[src/rtl/mmio_uart_io.sv]
// rtl/mmio_uart_io.sv - memory-mapped UART controller with TX/RX FIFOs and cycle/instret counters
module mmio_uart_io #(
    parameter int TX_DEPTH = 8,
    parameter int RX_DEPTH = 8,
    parameter int CNT_W    = 32
) (
    input  logic        clk,
    input  logic        rst,
    input  logic [7:0]  io_addr,
    input  logic        io_we,
    input  logic        io_re,
    input  logic [31:0] io_wdata,
    output logic [31:0] io_rdata,
    input  logic        inst_retire,
    output logic [7:0]  tx_data,
    output logic        tx_valid,
    input  logic        tx_ready,
    input  logic [7:0]  rx_data,
    input  logic        rx_valid,
    output logic        rx_ready
);

    localparam int TX_AW = $clog2(TX_DEPTH);
    localparam int TX_CW = TX_AW + 1;
    localparam int RX_AW = $clog2(RX_DEPTH);
    localparam int RX_CW = RX_AW + 1;

    localparam logic [TX_CW-1:0] TX_FULL_CNT = TX_CW'(TX_DEPTH);
    localparam logic [RX_CW-1:0] RX_FULL_CNT = RX_CW'(RX_DEPTH);

    localparam logic [2:0] A_TX_STAT = 3'd0;
    localparam logic [2:0] A_RX_STAT = 3'd1;
    localparam logic [2:0] A_RX_DATA = 3'd2;
    localparam logic [2:0] A_TX_DATA = 3'd3;
    localparam logic [2:0] A_CYCLE   = 3'd4;
    localparam logic [2:0] A_INSTRET = 3'd5;
    localparam logic [2:0] A_CLEAR   = 3'd6;
    localparam logic [2:0] A_LEVELS  = 3'd7;

    // Storage and state registers
    logic [7:0]       tx_mem_q [TX_DEPTH];
    logic [7:0]       rx_mem_q [RX_DEPTH];
    logic [TX_AW-1:0] tx_wptr_q, tx_wptr_d, tx_rptr_q, tx_rptr_d;
    logic [TX_CW-1:0] tx_count_q, tx_count_d;
    logic [RX_AW-1:0] rx_wptr_q, rx_wptr_d, rx_rptr_q, rx_rptr_d;
    logic [RX_CW-1:0] rx_count_q, rx_count_d;
    logic             tx_ovf_q, tx_ovf_d;
    logic [CNT_W-1:0] cycle_cnt_q, cycle_cnt_d;
    logic [CNT_W-1:0] inst_cnt_q, inst_cnt_d;
    logic [31:0]      rdata_q, rdata_d;

    // Decode and handshake qualifiers
    logic [2:0] sel;
    logic       wr_tx, wr_clr, rd_rx;
    logic       tx_full, tx_empty, rx_full, rx_empty;
    logic       tx_drain, tx_push, tx_ovf_set;
    logic       rx_fill, rx_pop;
    logic [7:0] rx_head;

    assign sel      = io_addr[4:2];
    assign wr_tx    = io_we && (sel == A_TX_DATA);
    assign wr_clr   = io_we && (sel == A_CLEAR);
    assign rd_rx    = io_re && (sel == A_RX_DATA);

    assign tx_full  = (tx_count_q == TX_FULL_CNT);
    assign tx_empty = (tx_count_q == '0);
    assign rx_full  = (rx_count_q == RX_FULL_CNT);
    assign rx_empty = (rx_count_q == '0);

    // A drain in the same cycle frees a slot, so a store to a full FIFO is still taken
    assign tx_drain   = !tx_empty && tx_ready;
    assign tx_push    = wr_tx && (!tx_full || tx_drain);
    assign tx_ovf_set = wr_tx && tx_full && !tx_drain;

    assign rx_fill  = rx_valid && !rx_full;
    assign rx_pop   = rd_rx && !rx_empty;
    assign rx_head  = rx_mem_q[rx_rptr_q];

    assign tx_valid = !tx_empty;
    assign tx_data  = tx_mem_q[tx_rptr_q];
    assign rx_ready = !rx_full;
    assign io_rdata = rdata_q;

    // Address bits outside [4:2] and the upper store data are deliberately ignored
    logic unused_ok;
    assign unused_ok = ^{io_addr[7:5], io_addr[1:0], io_wdata[31:8]};

    // TX FIFO pointer and occupancy update
    always_comb begin
        tx_wptr_d  = tx_wptr_q;
        tx_rptr_d  = tx_rptr_q;
        tx_count_d = tx_count_q;
        if (tx_push) begin
            tx_wptr_d = tx_wptr_q + TX_AW'(1);
        end
        if (tx_drain) begin
            tx_rptr_d = tx_rptr_q + TX_AW'(1);
        end
        case ({tx_push, tx_drain})
            2'b10:   tx_count_d = tx_count_q + TX_CW'(1);
            2'b01:   tx_count_d = tx_count_q - TX_CW'(1);
            default: tx_count_d = tx_count_q;
        endcase
    end

    // RX FIFO pointer and occupancy update
    always_comb begin
        rx_wptr_d  = rx_wptr_q;
        rx_rptr_d  = rx_rptr_q;
        rx_count_d = rx_count_q;
        if (rx_fill) begin
            rx_wptr_d = rx_wptr_q + RX_AW'(1);
        end
        if (rx_pop) begin
            rx_rptr_d = rx_rptr_q + RX_AW'(1);
        end
        case ({rx_fill, rx_pop})
            2'b10:   rx_count_d = rx_count_q + RX_CW'(1);
            2'b01:   rx_count_d = rx_count_q - RX_CW'(1);
            default: rx_count_d = rx_count_q;
        endcase
    end

    // Counters and sticky overflow; a clear store wins over a same-cycle increment
    always_comb begin
        tx_ovf_d    = tx_ovf_q | tx_ovf_set;
        cycle_cnt_d = cycle_cnt_q + CNT_W'(1);
        inst_cnt_d  = inst_retire ? (inst_cnt_q + CNT_W'(1)) : inst_cnt_q;
        if (wr_clr) begin
            tx_ovf_d    = 1'b0;
            cycle_cnt_d = '0;
            inst_cnt_d  = '0;
        end
    end

    // Load data mux; sampled from pre-edge state and held until the next load
    always_comb begin
        rdata_d = rdata_q;
        if (io_re) begin
            case (sel)
                A_TX_STAT: rdata_d = {30'b0, tx_ovf_q, !tx_full};
                A_RX_STAT: rdata_d = {31'b0, !rx_empty};
                A_RX_DATA: rdata_d = rx_empty ? 32'b0 : {24'b0, rx_head};
                A_CYCLE:   rdata_d = 32'(cycle_cnt_q);
                A_INSTRET: rdata_d = 32'(inst_cnt_q);
                A_LEVELS:  rdata_d = {16'(rx_count_q), 16'(tx_count_q)};
                default:   rdata_d = 32'b0;
            endcase
        end
    end

    // State registers with asynchronous reset
    always_ff @(posedge clk or posedge rst) begin
        if (rst) begin
            tx_wptr_q   <= '0;
            tx_rptr_q   <= '0;
            tx_count_q  <= '0;
            rx_wptr_q   <= '0;
            rx_rptr_q   <= '0;
            rx_count_q  <= '0;
            tx_ovf_q    <= 1'b0;
            cycle_cnt_q <= '0;
            inst_cnt_q  <= '0;
            rdata_q     <= '0;
        end else begin
            tx_wptr_q   <= tx_wptr_d;
            tx_rptr_q   <= tx_rptr_d;
            tx_count_q  <= tx_count_d;
            rx_wptr_q   <= rx_wptr_d;
            rx_rptr_q   <= rx_rptr_d;
            rx_count_q  <= rx_count_d;
            tx_ovf_q    <= tx_ovf_d;
            cycle_cnt_q <= cycle_cnt_d;
            inst_cnt_q  <= inst_cnt_d;
            rdata_q     <= rdata_d;
        end
    end

    // FIFO data arrays; contents are don't-care while the count says empty
    always_ff @(posedge clk) begin
        if (tx_push) begin
            tx_mem_q[tx_wptr_q] <= io_wdata[7:0];
        end
        if (rx_fill) begin
            rx_mem_q[rx_wptr_q] <= rx_data;
        end
    end

endmodule
[config.mk]
export PLATFORM = sky130hd
export DESIGN_NAME = mmio_uart_io
export DESIGN_NICKNAME = d
export VERILOG_FILES = /design/src/rtl/mmio_uart_io.sv
export SDC_FILE = /design/constraint.sdc
export NUM_CORES = 1
export LEC_CHECK = 0
export ABC_AREA = 1
export ABC_CLOCK_PERIOD_IN_PS = 5400
export CORE_ASPECT_RATIO = 0.5
export CORE_UTILIZATION = 58
export CTS_BUF_LIST = sky130_fd_sc_hd__clkbuf_16
export DETAILED_ROUTE_END_ITERATION = 8
export GPL_TIMING_DRIVEN = 0
export PLACE_DENSITY = 0.8
export SLEW_MARGIN = 15
export SYNTH_ARGS = -nofsm -noshare
export SYNTH_HDL_FRONTEND = slang
export SYNTH_SLANG_ARGS = --single-unit
[constraint.sdc]
create_clock -name clk -period 5.4 [get_ports clk]
set_input_delay 1.08 -clock clk [delete_from_list [all_inputs] [get_ports clk]]
set_output_delay 1.08 -clock clk [all_outputs]
set_load 0.05 [all_outputs]
Word level (Yosys, flattened, before mapping)
Memory sizes are Yosys's and may differ from the RTL's.
Index checks and enable logic that the tools add are counted.
{ "op_classes": {"add_sub_neg": 10, "multipliers": 0, "n_div": 0, "order_cmp": 0, "eq_ne": 13, "shift": 0, "mux": 12, "bitwise": 1, "reduce_logical": 21} }
{ "ops": {"columns": ["op", "n"], "rows": [
  ["32-bit one-hot mux with 6 select lines", 1],
  ["32-bit two-way mux", 3],
  ["32-bit by 1-bit adder with 32-bit output, second input constant", 2],
  ["4-bit one-hot mux with 2 select lines", 2],
  ["3-bit by 1-bit adder with 3-bit output, second input constant", 4],
  ["3-bit == test, second input constant", 4],
  ["1-bit logical AND", 9],
  ["4-bit by 1-bit adder with 4-bit output, second input constant", 2],
  ["4-bit == test, second input constant", 2],
  ["4-bit zero test", 2],
  ["8-bit two-way mux", 1],
  ["4-bit by 1-bit subtractor with 4-bit output, second input constant", 2],
  ["3-bit by 2-bit == test with 1-bit output, second input constant", 2],
  ["2-bit nonzero test", 3],
  ["1-bit zero test", 5],
  ["1-bit two-way mux", 5],
  ["2-bit by 1-bit == test with 1-bit output, second input constant", 2],
  ["2-bit == test, second input constant", 2],
  ["3-bit by 1-bit == test with 1-bit output, second input constant", 1],
  ["3-bit zero test", 1],
  ["1-bit logical OR", 1],
  ["1-bit bitwise OR", 1]
]} }
{ "word_totals": {"ff_bits": 117, "latch_bits": 0, "ram_bits": 128, "mem_bits_ro": 0, "input_bits": 55, "output_inout_bits": 42, "elab_cells": 69, "memories": 2} }
{ "memory_table": {"columns": ["name", "words", "word_bits", "read_ports", "rd_ports_with_merged_regs", "write_ports", "line_no", "text"], "rows": [
  ["rx_mem_q", 8, 8, 1, 0, 1, "42", "logic [7:0] rx_mem_q [RX_DEPTH];"],
  ["tx_mem_q", 8, 8, 1, 0, 1, "41", "logic [7:0] tx_mem_q [TX_DEPTH];"]
]} }

Logic depth before layout (Yosys ltp)
{ "depth": {"word_depth": 7, "depth_mapped": 15, "mapped_depth_nobuf": 15} }

Least setup slack after synthesis
Ideal clock, no wire load.
{ "synth_path": {"path_kind": "reg2out", "start": "register tx_rptr_q[1]", "end": "output port tx_data[6]", "arrival_time_ns": 1.927, "t_required_ns": 4.320, "setup_slack_ns": 2.393, "stages_incl_launch_ff": 7, "path_buffers": 1, "path_cell_list": "dfrtp_1 inv_1 clkbuf_1 o21ai_0 o22ai_1 nor2_1 a31oi_1"} }
{ "synth_via": {"elab_chain_cells": 1} }
{ "synth_lines": {"columns": ["item", "line_no", "text"], "rows": [
  ["start, declared", "43", "logic [TX_AW-1:0] tx_wptr_q, tx_wptr_d, tx_rptr_q, tx_rptr_d;"],
  ["start signal, assigned", "167", "tx_rptr_q <= tx_rptr_d;"],
  ["memory read 8 x 8 bit", null, null],
  ["end, declared", "15", "output logic [7:0] tx_data,"]
]} }
Every way passes these cells.

Worst setup path after layout
Same ends and word-level chain as after synthesis.

==> results.json <==
{
  "post-place-ws_ps": 1570,
  "seqPwrFrac": 0.405,
  "synth_area_per_cell_sq_um": 8.98,
  "rsz0062_at_grt": "false",
  "max_cap_violations": 0,
  "first_global_vias": 9097,
  "synth-edff-count": 128,
  "ios": 97,
  "async_flop_share": 0.478,
  "cp-start-kind": "flop",
  "drt-total-wl_um": 29900,
  "rrSetupSlack_ps": 2960,
  "synth_warnings": 0,
  "met3_usage": 0.0536,
  "setup_slack_ps": 1250,
  "grt_pass1_wl_um": 46500,
  "reg2reg_depth": 13,
  "peakVddDrop_mv": 0.333,
  "worstHoldStart": "io_rdata[0]",
  "synthToLayoutAreaGrowth_pct": 15.5,
  "finalSetupTns_ps": 0,
  "crit_slowest_cell": "clkdlybuf4s50_1",
  "p_sw_frac": 0.362,
  "crit_buf_inv": 3,
  "antenna_found_initial": 0,
  "cts_made_buffers": 22,
  "die_x_um": 203,
  "ctsRootBufferMaster": "clkbuf_16",
  "grt_usage": 0.290,
  "final_cell_area_sq_um": 13500,
  "top_usage_layer": "met2",
  "portBuffers": 66,
  "vias_per_cell": 5.67,
  "synth-seq-cells": 245,
  "die-area_sq_um": 20700,
  "p_leak_nw": 5.36,
  "hold_viol": 0,
  "cp-end-kind": "output pin",
  "critPathMaxFanout": 10,
  "drtIter0Drc": 831,
  "start_util": 0.595,
  "diodes": 0,
  "whs_ps": 480,
  "placed_area_sq_um": 12700,
  "synth_nets": 1366,
  "worstSetupStartpoint": "tx_rptr_q[1]",
  "core_area_sq_um": 19600,
  "pwr-share-clk": 0.290,
  "cp_slowest_stage_delay_ps": 820,
  "final.period_utilization": 0.769,
  "cts_resized": 0,
  "finClkSkew_ps": 19.0,
  "crit_family": "buffers and inverters",
  "clk_pin_slew_ps": 70,
  "gp_congestion": 0.976,
  "switchingPower_mw": 2.12,
  "reg2reg_from": "tx_count_q[0]",
  "grt_use_met2": 0.484,
  "status": "finished clean",
  "worstSetupPathType": "reg2out",
  "rows": 36,
  "drive_above_1_share": 0.0583,
  "min_period_ps": 4150,
  "slew_violations": 0,
  "cts-hold-fix-buffers": 0,
  "firstDrtPassIters": 5,
  "ys_types": 38,
  "path_cells": "inv_1, clkbuf_1, o21ai_0, o22ai_1, nor2_1, a31oi_1, clkdlybuf4s50_1",
  "relSlewSlack": 0.436,
  "synth_cells": 1299,
  "overflow": 0,
  "p_per_area_nw_per_um2": 435,
  "cp.arrival_ps": 3070,
  "clock-sinks": 245,
  "place.detailed.hpwl_um": 21400,
  "p_int_mw": 3.73,
  "cts_tree": "built",
  "worst_pin_slew_ps": 844,
  "clk_latency_ps": 520,
  "nNetsFinal": 1457,
  "dieHeight_um": 102,
  "synthFlopType": "edfxtp_1",
  "hold_depth": 2,
  "route.detailed.drc": 0,
  "grt_max_degree": 73,
  "htreeDepth": 1,
  "grtUsageMet1": 0.393,
  "timing.fmax_mhz": 241,
  "setup_viol": 0,
  "ant_nets": 0,
  "comb_power_share": 0.305,
  "crit_required_ps": 4320,
  "vias": 9481,
  "cts_max_path_buffers": 3,
  "synthesis.area_sq_um": 11700,
  "timing.rr.end": "tx_count_q[2]",
  "post_cts_buffers": 0,
  "whs_endpoint": "io_rdata[0]",
  "yosysSeqAreaShare": 0.581,
  "hold_class": "reg2reg",
  "wl_per_cell_um": 17.9
}
## metrics by stage
step	cells	utilization	power (mW)
floorplan	1299	-	3.58
global placement	1631	0.646	4.08
detailed placement	1632	0.648	4.16
CTS	1672	0.687	5.84
global route	1672	0.688	6.13
finish	1672	0.688	5.86
## power groups by stage
| stage | combinational, mW | clock (mW) | sequential [mW] |
|---|---|---|---|
| floorplan | 1.16 | 0 | 2.42 |
| global placement | 1.69 | 0 | 2.39 |
| detailed placement | 1.76 | 0 | 2.40 |
| CTS | 1.78 | 1.71 | 2.36 |
| global route | 1.96 | 1.78 | 2.39 |
| finish | 1.79 | 1.70 | 2.37 |
## cell type report
cell class / count / area (sq um)
flip-flops and latches: 245 / 6770
fillers: 1491 / 6120
multi-input cells: 891 / 4250
repair buffers: 67 / 688
clock buffers: 22 / 551
inverters: 122 / 463
well taps: 266 / 333
clock inverters: 18 / 225
plain buffers: 41 / 191
## Yosys cell counts (3+ instances only)
| library cell | number | area share |
|---|---|---|
| nor3_1 | 38 | 0.016 |
| xnor2_1 | 4 | 0.0030 |
| clkinv_1 | 3 | 0.00097 |
| nand4_1 | 15 | 0.0080 |
| o211ai_1 | 16 | 0.010 |
| nand2_1 | 295 | 0.095 |
| nor2_1 | 213 | 0.069 |
| edfxtp_1 | 128 | 0.33 |
| inv_2 | 3 | 0.00097 |
| inv_1 | 116 | 0.037 |
| ha_1 | 12 | 0.013 |
| nor2_2 | 5 | 0.0027 |
| buf_2 | 15 | 0.0064 |
| o21ai_1 | 5 | 0.0021 |
| o21ai_0 | 105 | 0.045 |
| clkbuf_1 | 21 | 0.0068 |
| nand3_1 | 56 | 0.024 |
| a31oi_1 | 9 | 0.0048 |
| a21oi_1 | 33 | 0.014 |
| xor2_1 | 23 | 0.017 |
| o22ai_1 | 33 | 0.018 |
| nor3_2 | 10 | 0.0086 |
| dfrtp_1 | 117 | 0.25 |
## state kept, by name, indices dropped and copies added, names as in the netlist
name         cells
rx_rptr_q        3
io_rdata        32
cycle_cnt_q     32
rx_wptr_q        3
inst_cnt_q      32
tx_mem_q        64
tx_rptr_q        3
tx_count_q       4
tx_wptr_q        3
rx_mem_q        64
tx_ovf_q         1
rx_count_q       4
## logic make-up after synthesis
| group | count (synthesis) | share of synthesized area |
|---|---|---|
| DFF | 245 | 0.581 |
| xor gates and xnor gates | 27 | 0.0203 |
| adders and majority gates | 12 | 0.0129 |
| AOI/OAI and AO/OA | 204 | 0.0963 |
| and+or+nand+nor | 648 | 0.234 |
| buffers and inverters | 163 | 0.0557 |
## worst reg2reg max path, stage by stage, from the launching register on
cell,delay (ps)
dfrtp_1,430
inv_1,130
nand2_1,60
nor3_1,280
nand2_1,180
nand2_2,160
ha_1,290
nand2_1,90
inv_1,70
nor2_1,50
ha_1,170
a21oi_1,140
xor2_1,150
o21ai_0,100
## worst max path at each step
stage	to	slack (ps)	cells after the start
CTS	tx_data[6]	1290	7
global route	tx_data[6]	1070	7
global placement	io_rdata[4]	-550	2
detailed placement	rx_count_q[2]	1570	10
floorplan	cycle_cnt_q[0]	1220	1
finish	tx_data[6]	1250	7
## placed cells by master, fill, tap and decap left out, drive strengths merged
cell,synthesis,layout
nor4,3,3
dfrtp,117,117
nand4,15,15
o22ai,33,33
ha,12,12
nand3b,2,2
clkdlybuf4s50,0,66
edfxtp,128,128
and2,2,2
nor2,218,218
inv,119,122
and3,1,1
buf,20,21
a221oi,2,2
nand2,297,297
xor2,23,23
nor3,48,48
clkinv,3,12
nand3,58,58
bufinv,0,5
xnor2,4,4
o21ai,110,110
o21a,1,1
a21oi,33,33
o211ai,16,16
nor3b,1,1
clkbuf,21,43
clkinvlp,0,1
or2,3,3
a31oi,9,9
## per-layer routing
| metal | vias up | part of all wire | wire length [um] |
|---|---|---|---|
| met5 | - | 0 | 0 |
| met4 | 0 | 0.022 | 652 |
| met3 | 55 | 0.084 | 2520 |
| met2 | 371 | 0.46 | 13900 |
| met1 | 4532 | 0.43 | 12800 |
| li1 | 4523 | - | - |
No activity file was read; power rests on OpenSTA's default activity.
